### config.mk
export PLATFORM = sky130hd
export DESIGN_NAME = fetch_sequencer
export DESIGN_NICKNAME = d
export VERILOG_FILES = /design/src/rtl/fetch_pkg.sv /design/src/rtl/ret_stack.sv /design/src/rtl/fetch_sequencer.sv
export SDC_FILE = /design/constraint.sdc
export NUM_CORES = 1
export LEC_CHECK = 0
export ABC_CLOCK_PERIOD_IN_PS = 7600
export CAP_MARGIN = 25
export CELL_PAD_IN_SITES_DETAIL_PLACEMENT = 0
export CELL_PAD_IN_SITES_GLOBAL_PLACEMENT = 1
export CORE_ASPECT_RATIO = 0.75
export CORE_UTILIZATION = 45
export DETAILED_ROUTE_END_ITERATION = 7
export PLACE_DENSITY = 0.81
export SLEW_MARGIN = 10
export SYNTH_ARGS = -nofsm -noshare
export SYNTH_HDL_FRONTEND = slang
export SYNTH_SLANG_ARGS = --single-unit
### constraint.sdc
create_clock -name Clk -period 7.6 [get_ports Clk]
set_clock_uncertainty 0.1 [all_clocks]
set_input_delay 1.52 -clock Clk [delete_from_list [all_inputs] [get_ports Clk]]
set_output_delay 1.52 -clock Clk [all_outputs]
set_load 0.02 [all_outputs]
### src/rtl/fetch_pkg.sv
// rtl/fetch_pkg.sv - shared types and constants for the fetch sequencer
package fetch_pkg;

    typedef enum logic {
        RUN  = 1'b0,
        HALT = 1'b1
    } state_t;

    localparam int JMODE_ABS = 0;
    localparam int JMODE_REL = 1;

    typedef enum logic [1:0] {
        HOLD = 2'd0,
        INC  = 2'd1,
        JUMP = 2'd2,
        POP  = 2'd3
    } pc_src_t;

endpackage

### src/rtl/ret_stack.sv
// rtl/ret_stack.sv - return-address LIFO with full/empty flags
module ret_stack #(
    parameter int W     = 10,
    parameter int DEPTH = 4
) (
    input  logic         clk,
    input  logic         rst_n,
    input  logic         push,
    input  logic         pop,
    input  logic [W-1:0] din,
    output logic [W-1:0] top,
    output logic         full,
    output logic         empty
);
    import fetch_pkg::*;

    localparam int PW = $clog2(DEPTH + 1);
    localparam int IW = (DEPTH > 1) ? $clog2(DEPTH) : 1;

    logic [W-1:0]  mem [DEPTH];
    logic [PW-1:0] ptr;
    logic [IW-1:0] top_idx;
    logic [IW-1:0] wr_idx;

    // ptr counts stored entries; top sits one below it
    assign full    = (ptr == PW'(DEPTH));
    assign empty   = (ptr == '0);
    assign top_idx = IW'(ptr - PW'(1));
    assign wr_idx  = IW'(ptr);
    assign top     = empty ? '0 : mem[top_idx];

    // Pop has precedence; both are ignored when they would over/underflow
    always_ff @(posedge clk or negedge rst_n) begin
        if (!rst_n) begin
            ptr <= '0;
            for (int i = 0; i < DEPTH; i++) begin
                mem[i] <= '0;
            end
        end else if (pop && !empty) begin
            ptr <= ptr - PW'(1);
        end else if (push && !full) begin
            mem[wr_idx] <= din;
            ptr         <= ptr + PW'(1);
        end
    end

endmodule

### src/rtl/fetch_sequencer.sv
// rtl/fetch_sequencer.sv - program counter, jump table, call stack and halt control
module fetch_sequencer
    import fetch_pkg::*;
#(
    parameter int PC_W      = 10,
    parameter int JT_DEPTH  = 32,
    parameter int RAS_DEPTH = 4,
    parameter int JMODE     = 0,
    localparam int JT_AW    = (JT_DEPTH > 1) ? $clog2(JT_DEPTH) : 1
) (
    input  logic             Clk,
    input  logic             Reset,
    input  logic             Stall,
    input  logic             Jen,
    input  logic             Call,
    input  logic             Ret,
    input  logic             Halt,
    input  logic [JT_AW-1:0] Jptr,
    input  logic             Jt_we,
    input  logic [JT_AW-1:0] Jt_waddr,
    input  logic [PC_W-1:0]  Jt_wdata,
    output logic [PC_W-1:0]  PC,
    output logic             Done,
    output logic             Ras_ovf,
    output logic             Ras_unf
);

    state_t          state, state_next;
    pc_src_t         src;
    logic [PC_W-1:0] pc, pc_next, pc_inc, target, jt_rd, ras_top;
    logic            ovf, unf, set_ovf, set_unf;
    logic            push, pop, ras_full, ras_empty;
    logic [PC_W-1:0] jt [JT_DEPTH];

    assign pc_inc = pc + PC_W'(1);

    // Jump-table read; codes past the last entry read as zero
    always_comb begin
        jt_rd = '0;
        if (int'(Jptr) < JT_DEPTH) begin
            jt_rd = jt[Jptr];
        end
    end

    // Relative mode: a PC_W-bit add modulo 2^PC_W is the sign-extended offset add
    assign target = (JMODE == JMODE_REL) ? (pc + jt_rd) : jt_rd;

    // Jump-table writes ignore Stall and state; reads this cycle see the old entry
    always_ff @(posedge Clk or negedge Reset) begin
        if (!Reset) begin
            for (int i = 0; i < JT_DEPTH; i++) begin
                jt[i] <= '0;
            end
        end else if (Jt_we && (int'(Jt_waddr) < JT_DEPTH)) begin
            jt[Jt_waddr] <= Jt_wdata;
        end
    end

    // Next-state and next-PC source in priority order Stall > Halt > Ret > Call > Jen
    always_comb begin
        state_next = state;
        src        = HOLD;
        push       = 1'b0;
        pop        = 1'b0;
        set_ovf    = 1'b0;
        set_unf    = 1'b0;
        if (state == RUN && !Stall) begin
            if (Halt) begin
                state_next = HALT;
            end else if (Ret) begin
                if (!ras_empty) begin
                    src = POP;
                    pop = 1'b1;
                end else begin
                    src     = INC;
                    set_unf = 1'b1;
                end
            end else if (Call) begin
                src = JUMP;
                if (!ras_full) begin
                    push = 1'b1;
                end else begin
                    set_ovf = 1'b1;
                end
            end else if (Jen) begin
                src = JUMP;
            end else begin
                src = INC;
            end
        end
    end

    // Next-PC multiplexer
    always_comb begin
        pc_next = pc;
        case (src)
            HOLD:    pc_next = pc;
            INC:     pc_next = pc_inc;
            JUMP:    pc_next = target;
            POP:     pc_next = ras_top;
            default: pc_next = pc;
        endcase
    end

    // State, PC and sticky stack-fault flags
    always_ff @(posedge Clk or negedge Reset) begin
        if (!Reset) begin
            state <= RUN;
            pc    <= '0;
            ovf   <= 1'b0;
            unf   <= 1'b0;
        end else begin
            state <= state_next;
            pc    <= pc_next;
            if (set_ovf) ovf <= 1'b1;
            if (set_unf) unf <= 1'b1;
        end
    end

    ret_stack #(
        .W     (PC_W),
        .DEPTH (RAS_DEPTH)
    ) u_ret_stack (
        .clk   (Clk),
        .rst_n (Reset),
        .push  (push),
        .pop   (pop),
        .din   (pc_inc),
        .top   (ras_top),
        .full  (ras_full),
        .empty (ras_empty)
    );

    assign PC      = pc;
    assign Done    = (state == HALT);
    assign Ras_ovf = ovf;
    assign Ras_unf = unf;

endmodule

Yosys cells after proc, flatten, opt, wreduce, memory -nomap -nowiden
Index checks and enable logic that the tools add are counted.
Widths: inputs -> output; s select.

word-level totals
  logic and storage cells = 113
  input bits = 28
  register bits after elaboration = 376
  memories kept = 0
  output and inout bits = 13
  ROM bits = 0
  bits in latches = 0
  bits in writable memories = 0

cells by class
  $mul = 0
  equality and inequality tests = 4
  bitwise operators = 6
  add/sub/neg operators = 3
  magnitude comparators = 6
  muxes and demuxes = 40
  shift operators = 0
  reduce and logical (&&, ||, !) cells = 13
  divide/modulo/power cells = 0

operator list
  operator               count
  $bwmux 320             1
  $mux 10                7
  $bmux 10 s5            1
  $demux 10 s5           1
  $bwmux 40              1
  $pmux 10 s3            1
  $bmux 10 s2            1
  $demux 10 s2           1
  $mux 1                 18
  $ge 6x6->1 const B     2
  $mux 2                 6
  $not 5->6              2
  $add 10x1->10 const B  1
  $ge 3x3->1 const B     2
  $lt 6x1->1 const B     1
  $mux 3                 2
  $not 2->3              2
  $logic_and 1x1->1      5
  $eq 2x2->1 const B     2
  $reduce_and 2->1       2
  $add 3x1->3 const B    1
  $eq 3x3->1 const B     1
  $logic_not 1->1        3
  $logic_not 3->1        1
  6 further kinds        7

Depth between registers and ports, before layout
Gate-level depths: netlist of the first run.

  depth after elaboration = 9
  gate-level depth with buffers = 10
  mapped depth without buffers = 7

Modules after synthesis
A second synthesis of the first run with hierarchy kept.

second synthesis, totals
  cell total of the unflattened synthesis = 1,172
  area total of the unflattened synthesis = 17,829.6 sq um

modules (own cells, without submodules)
  module           area each (sq um)  cells each  instances  sequential area each (sq um)
  fetch_sequencer  15,738.8           1,035       1          8,333.0
  ret_stack        2,090.8            137         1          1,076.0

Worst setup path after synthesis of the first run
Ideal clock, no wire load.

  path type = in2reg
  start point = input port Jptr[0]
  end point = register pc[0] (netlist: PC[0])
  setup time = 0.130 ns
  path buffers = 1
  data arrival time = 2.890 ns
  setup slack = 4.481 ns
  data required time = 7.370 ns
  stages = 5
  cells stage by stage = buf_2 mux4_2 mux4_2 nand2_1 nand3_1

between the ends
  word-level cells in the longest chain between the ends = 5

ends and longest elaborated chain
  what                                        RTL line                RTL
  start: declaration                          fetch_sequencer.sv:18   input logic [JT_AW-1:0] Jptr,
  $not 5->6 (not written as such)             fetch_sequencer.sv:41   jt_rd = jt[Jptr];
  $bmux 10 s5                                 fetch_sequencer.sv:41
  $mux 10 (not written as such) (2 in a row)  fetch_sequencer.sv:41
  $pmux 10 s3                                 fetch_sequencer.sv:96   case (src)
  end signal: assignment                      fetch_sequencer.sv:114  pc <= pc_next;
  end: declaration                            fetch_sequencer.sv:30   logic [PC_W-1:0] pc, pc_next, pc_inc, target, jt_rd, ras_top;

Every way passes these cells. The select of a mux whose other input is x is not followed.
A chain may end at the register's enable or synchronous reset.

Worst setup path after layout of the first run
  start point = input port Stall
  end point = register pc[3] (netlist: PC[3])

between the ends
  word-level cells in the longest chain between the ends = 5
  elaborated cells on any way between the ends = 8
  those cells by class = eq/ne (3); mux (2); reduce/logical (3)

ends and longest elaborated chain
  what                                      RTL line               RTL
  start: declaration                        fetch_sequencer.sv:13  input logic Stall,
  $logic_not 1->1 (*)                       fetch_sequencer.sv:67  if (state == RUN && !Stall) begin
  $logic_and 1x1->1 (*)                     fetch_sequencer.sv:67
  $mux 2 (*)                                fetch_sequencer.sv:67
  $eq 2x2->1 or $eq 2x1->1 (tied branches)  fetch_sequencer.sv:96
  $pmux 10 s3                               fetch_sequencer.sv:96

Mark *: on every way between the ends. The rest lies on a longest branch, timed or not.

==> impl_metrics.env, run 1 <==
export IMPL_rows=61
export IMPL_clockBufferDepth=3
export IMPL_n_fill_cell=3126
export IMPL_grt_pass1_wl_um=66600
export IMPL_rsz0062_at_grt="no"
export IMPL_grt_max_degree=149
export IMPL_wirelength_um=42200
export IMPL_synth_seq_cells=376
export IMPL_cts_tree="built"
export IMPL_grt_use_met2_pct=33.0
export IMPL_max_cap_viol_count=0
export IMPL_synth_top_area_share_pct=54.1
export IMPL_antenna_cells=0
export IMPL_hold_viol=0
export IMPL_drv_slew=0
export IMPL_start_util_pct=46.3
export IMPL_syn_cell_area_um2=17400
export IMPL_cp_arrival_ns=4.13
export IMPL_drive_above_1_share_pct=43.3
export IMPL_grt_busiest_layer="met1"
export IMPL_switching_share_pct=25.4
export IMPL_hold_path_class="flip-flop to flip-flop"
export IMPL_r2r_end="PC[0]$_DFFE_PN0P_"
export IMPL_ys_top_cells_by_area="dfrtp_1 (54%), mux2_2 (21%), mux4_2 (12%), nand2_1 (1.8%), mux2i_1 (1.0%)"
export IMPL_clkPwrFrac_pct=36.9
export IMPL_cts_buffers=39
export IMPL_ys_flop_type="dfrtp_1"
export IMPL_p_total_w=0.00549
export IMPL_tightest_slew_ns=1.08
export IMPL_endpoint_kind="flip-flop"
export IMPL_ir_drop_v=0.000204
export IMPL_gp_congestion=0.813
export IMPL_final_setup_viol_count=0
export IMPL_num_vias=10300
export IMPL_gr_usage_met1_pct=33.6
export IMPL_p_int_w=0.00410
export IMPL_final_cell_count_no_fill=1734
export IMPL_synth_top_cell_by_area="dfrtp_1"
export IMPL_syn_avg_cell_area_um2=14.8
export IMPL_status="finished clean"
export IMPL_postLayoutCoreUtil_pct=52.2
export IMPL_htree_levels=2
export IMPL_num_nets_final=1236
export IMPL_setup_tns_ns=0
export IMPL_grt_pass1_vias=10600
export IMPL_p_sw_w=0.00139
export IMPL_die_area_um2=39400
export IMPL_routedWlPerCell_um=24.3
export IMPL_antenna_found_initial=0
export IMPL_ant_nets=0
export IMPL_synth_async_reset_ratio_pct=100
export IMPL_port_buffers=40
export IMPL_cts_resized=0
export IMPL_firstDrtPassIters=5
export IMPL_reg2reg_depth=7
export IMPL_ys_warn_count=0
export IMPL_insertion_delay_ns=0.54
export IMPL_cp_startpoint="Stall"
export IMPL_track_usage_pct=22.4
export IMPL_io_pins=41
export IMPL_max_slew_margin_pct=27.7
export IMPL_power_leakage_nw=8.55
export IMPL_crit_fanout=15
export IMPL_clk_pin_slew_ns=0.06
export IMPL_power_density_nw_per_um2=280
export IMPL_die_x_um=229
export IMPL_postCtsHoldBufs=0
export IMPL_cts_root_buf="clkbuf_16"
export IMPL_viasPerCell=5.91
export IMPL_period_needed_ns=3.76
export IMPL_worstSetupStartpointType="primary input"
export IMPL_ys_seq_area_share_pct=54.1
export IMPL_die_h_um=172
export IMPL_core_area_um2=37600
export IMPL_seq_power_share_pct=46.9
export IMPL_cp_required_ns=7.97
export IMPL_syn_to_final_growth_pct=12.7
export IMPL_drc_errors=0
export IMPL_cts_setup_buffers=0
export IMPL_synth_cell_type_count=58
export IMPL_synth_net_count=1212
export IMPL_grt_use_met3_pct=4.91
export IMPL_clock_fmax_ghz=0.266
export IMPL_grt_ovfl_total=0
export IMPL_r2r_slack_ns=4.47
export IMPL_fin_crit_sh_pct=49.5
export IMPL_clkSinkCount=376
export IMPL_drt_first_iter_violations=840
export IMPL_syn_inst=1178
export IMPL_place_hpwl_um=26400
export IMPL_placedCellCount=1660
export IMPL_endpoint="PC[3]$_DFFE_PN0P_"
export IMPL_combinationalPowerShare_pct=16.2
export IMPL_synth_edf_count=0
export IMPL_criticalPathCategory="primary input to flip-flop"
export IMPL_rr_startpoint="u_ret_stack.ptr[0]$_DFFE_PN0P_"
[cell usage in the layout (no fill, tap or decap), types with 5 or more instances in the layout]
master / synthesis / final
mux4_2: 93 / 93
bufinv_16: 0 / 6
nor2_1: 21 / 21
buf_8: 0 / 7
clkinv_2: 0 / 5
o211ai_1: 9 / 9
mux2_2: 329 / 329
buf_4: 10 / 12
xnor2_1: 7 / 7
nand2_1: 82 / 82
o21ai_0: 33 / 33
nand3_1: 14 / 14
clkbuf_16: 0 / 40
a21oi_1: 14 / 14
clkbuf_1: 46 / 9
ha_1: 6 / 6
nor2_2: 15 / 15
clkdlybuf4s50_1: 0 / 35
nor3_1: 6 / 6
mux2i_1: 18 / 18
inv_1: 5 / 5
dfrtp_1: 376 / 376
nand4b_1: 6 / 6
[layout make-up]
| cell class | count | area, um2 | area share, % |
|---|---|---|---|
| flip-flops and latches | 376 | 9410 | 48.0 |
| well taps | 504 | 631 | 3.22 |
| multi-input cells | 719 | 7580 | 38.7 |
| clock inverters | 16 | 256 | 1.31 |
| repair buffers | 59 | 607 | 3.10 |
| inverters | 7 | 26.3 | 0.134 |
| clock buffers | 53 | 1090 | 5.56 |
[sequential cells by signal, indices dropped and copies added (netlist names)]
| signal | flops |
|---|---|
| jt | 320 |
| PC | 10 |
| Ras_unf | 1 |
| Ras_ovf | 1 |
| u_ret_stack.mem | 40 |
| Done | 1 |
| u_ret_stack.ptr | 3 |
[power groups by stage]
| stage | sequential [W] | combinational [W] | clock [W] |
|---|---|---|---|
| after detailed placement | 0.00260 | 0.000890 | 0 |
| after floorplan | 0.00253 | 0.000667 | 0 |
| after global placement | 0.00259 | 0.000859 | 0 |
| final | 0.00257 | 0.000888 | 0.00202 |
| after global routing | 0.00262 | 0.000965 | 0.00214 |
| after CTS | 0.00257 | 0.000893 | 0.00207 |
[per-layer routing]
| layer | wire, um | part of all wire, % | vias up |
|---|---|---|---|
| met5 | 0 | 0 | - |
| met4 | 785 | 1.9 | 0 |
| met3 | 2670 | 6.3 | 58 |
| met2 | 18400 | 44 | 269 |
| met1 | 20400 | 48 | 5508 |
| li1 | - | - | 4416 |
[worst min-delay path by stage]
| stage | slack, ns | start | cells after the start | end |
|---|---|---|---|---|
| 6_report | 0.36 | Ras_ovf$_DFFE_PN0P_ | 1 | Ras_ovf$_DFFE_PN0P_ |
| 5_1_grt | 0.38 | Ras_ovf$_DFFE_PN0P_ | 1 | Ras_ovf$_DFFE_PN0P_ |
| 4_1_cts | 0.37 | Ras_ovf$_DFFE_PN0P_ | 1 | Ras_ovf$_DFFE_PN0P_ |
| 3_5_place_dp | 0.35 | Ras_ovf$_DFFE_PN0P_ | 1 | Ras_ovf$_DFFE_PN0P_ |
| 3_3_place_gp | 0.34 | Ras_unf$_DFFE_PN0P_ | 1 | Ras_unf$_DFFE_PN0P_ |
| 2_1_floorplan | 0.34 | u_ret_stack.mem[27]$_DFFE_PN0P_ | 2 | u_ret_stack.mem[27]$_DFFE_PN0P_ |
[logic make-up (layout without fill, tap and decap cells)]
group,count (synthesis),in the layout,synth area share [%]
adders and majority gates,6,6,0.432
DFF,376,376,54.1
buffers and inverters,83,135,2.29
and+or+nand+nor,179,179,5.12
AOI/OAI and AO/OA,82,82,3.01
muxes,442,442,34.5
xor gates and xnor gates,10,10,0.504
[through the flow]
| step | cell area, um2 | hold WS [ns] | worst slack [ns] |
|---|---|---|---|
| finish | 19600 | 0.362 | 3.84 |
| global route | 19600 | 0.377 | 3.68 |
| CTS | 19500 | 0.367 | 3.84 |
| detailed placement | 18200 | 0.353 | 3.28 |
| global placement | 18200 | 0.345 | 3.20 |
| floorplan | 17400 | 0.343 | 4.48 |
[synthesized netlist by cell type (5+ instances only)]
master and count:
dfrtp_1 376, mux2_2 329, mux4_2 93, nand2_1 82, clkbuf_1 46, o21ai_0 33, nor2_1 21, mux2i_1 18
buf_2 16, nor2_2 15, a21oi_1 14, nand3_1 14, buf_4 10, o211ai_1 9, xnor2_1 7, ha_1 6
nand4b_1 6, nor3_1 6, inv_1 5
[worst max-delay path, stage by stage]
cell	delay (ns)
clkdlybuf4s50_1	0.44
or3_1	0.68
nor3_2	0.84
o211ai_1	0.41
nand4b_1	0.22
No activity file was read; power rests on OpenSTA's default activity.
==> run 2: changes to the inputs <==
- ABC_CLOCK_PERIOD_IN_PS: 7600 -> 3850
- clock period: 7.6 -> 3.85 ns (I/O delays scaled with it)
==> impl_metrics.env, run 2 (synthesized netlist as in run 1, its figures left out) <==
export IMPL_clkSinkCount=376
export IMPL_top_register="jt"
export IMPL_hold_path_class="primary input to asynchronous set/reset pin"
export IMPL_gp_congestion=0.823
export IMPL_cp_arrival_ns=3.21
export IMPL_endpoint_kind="flip-flop"
export IMPL_postCtsHoldBufs=0
export IMPL_drt_first_iter_violations=823
export IMPL_start_util_pct=46.3
export IMPL_viasPerCell=5.88
export IMPL_setup_tns_ns=0
export IMPL_num_vias=10300
export IMPL_power_density_nw_per_um2=543
export IMPL_rows=61
export IMPL_die_h_um=172
export IMPL_firstDrtPassIters=5
export IMPL_routedWlPerCell_um=23.9
export IMPL_power_leakage_nw=8.69
export IMPL_cts_setup_buffers=0
export IMPL_layout_common_cells="dfrtp_1 (376), mux2_2 (329), mux4_2 (93)"
export IMPL_grt_pass1_vias=10700
export IMPL_antenna_found_initial=0
export IMPL_core_area_um2=37600
export IMPL_track_usage_pct=22.4
export IMPL_drive_above_1_share_pct=44.8
export IMPL_crit_fanout=16
export IMPL_antenna_cells=0
export IMPL_worstSetupStartpointType="flip-flop"
export IMPL_cts_buffers=38
export IMPL_max_cap_viol_count=0
export IMPL_port_buffers=40
export IMPL_tightest_slew_ns=0.826
export IMPL_clockBufferDepth=3
export IMPL_final_setup_viol_count=0
export IMPL_cts_resized=0
export IMPL_fin_crit_sh_pct=73.8
export IMPL_clk_pin_slew_ns=0.06
export IMPL_grt_pass1_wl_um=66500
export IMPL_wirelength_um=42000
export IMPL_drc_errors=0
export IMPL_insertion_delay_ns=0.55
export IMPL_cp_required_ns=4.22
export IMPL_cts_root_buf="clkbuf_16"
export IMPL_num_nets_final=1261
export IMPL_status="finished clean"
export IMPL_place_hpwl_um=26900
export IMPL_die_area_um2=39400
export IMPL_drv_slew=0
export IMPL_die_x_um=229
export IMPL_period_needed_ns=2.84
export IMPL_ant_nets=0
export IMPL_syn_to_final_growth_pct=13.9
export IMPL_largest_reg_flops=320
export IMPL_grt_max_degree=93
export IMPL_dp_slack_ns=0.615
export IMPL_io_pins=41
export IMPL_finalWorstSetupSlack_ns=1.01
export IMPL_mostFrequentLayoutCell="dfrtp_1"
export IMPL_grt_ovfl_total=0
export IMPL_criticalPathCategory="flip-flop to flip-flop"
export IMPL_rsz0062_at_grt="no"
export IMPL_htree_levels=2
export IMPL_cts_tree="built"
export IMPL_ir_drop_v=0.000327
export IMPL_max_slew_margin_pct=44.8
export IMPL_clock_fmax_ghz=0.352
export IMPL_hold_viol=0
## run 2: changes by cell type in the layout (fill, tap and decap cells not counted), sizes merged
cell | previous run | this run
buf | 24 | 50
bufinv | 6 | 4
clkinv | 9 | 11
clkbuf | 53 | 52
inv | 8 | 7
## run 2: worst max-delay path, stage by stage (launching register included)
cell	delay, ns
dfrtp_1	0.36
buf_4	0.21
inv_1	0.14
ha_1	0.25
nand2b_1	0.11
and3_1	0.40
or4_1	0.57
a21oi_1	0.44
nand4b_1	0.18
## run 2: per-stage QoR
stage                     utilization (%)  cell area (um2)  hold slack (ns)  power (W)  cells
final                                52.8            19800            0.154     0.0108   1758
after global routing                 52.8            19800            0.195     0.0112   1758
after CTS                            52.5            19700            0.168     0.0108   1752
after detailed placement             49.0            18400            0.359    0.00691   1685
after global placement               48.9            18400            0.351    0.00681   1683
after floorplan                         -            17400            0.343    0.00631   1178
## run 2: power breakdown
| part | internal, W | total (W) | leakage [nW] | switching [W] |
|---|---|---|---|---|
| logic | 0.00105 | 0.00180 | 3.20 | 0.000754 |
| clock network | 0.00231 | 0.00392 | 0.658 | 0.00161 |
| registers | 0.00465 | 0.00504 | 4.84 | 0.000384 |
## run 2: layout make-up
type | count | area, um2
Inverter | 7 | 26.3
Fill cell | 3109 | 17700
Timing Repair Buffer | 85 | 838
Clock inverter | 15 | 211
Sequential cell | 376 | 9410
Tap cell | 504 | 631
Multi-Input combinational cell | 719 | 7580
Clock buffer | 52 | 1110
## run 2: metal layers
layer	wire [um]	global-route usage, %
met1	19800	32.9
met2	18900	33.9
met3	2550	4.91
met4	838	5.74
met5	0	0
## run 2: worst paths after layout
kind                                                startpoint                  end  slack [ns]  cells after the start
worst max-delay path            u_ret_stack.ptr[0]$_DFFE_PN0P_    PC[3]$_DFFE_PN0P_        1.01                      8
worst min-delay path                                     Reset     Done$_DFFE_PN0P_        0.15                      1
max in group asynchronous                                Reset  jt[203]$_DFFE_PN0P_        2.44                      2
worst max register to register  u_ret_stack.ptr[0]$_DFFE_PN0P_    PC[3]$_DFFE_PN0P_        1.01                      8
min in group Clk                           Ras_unf$_DFFE_PN0P_  Ras_unf$_DFFE_PN0P_        0.37                      1
worst min register to register             Ras_unf$_DFFE_PN0P_  Ras_unf$_DFFE_PN0P_        0.37                      1
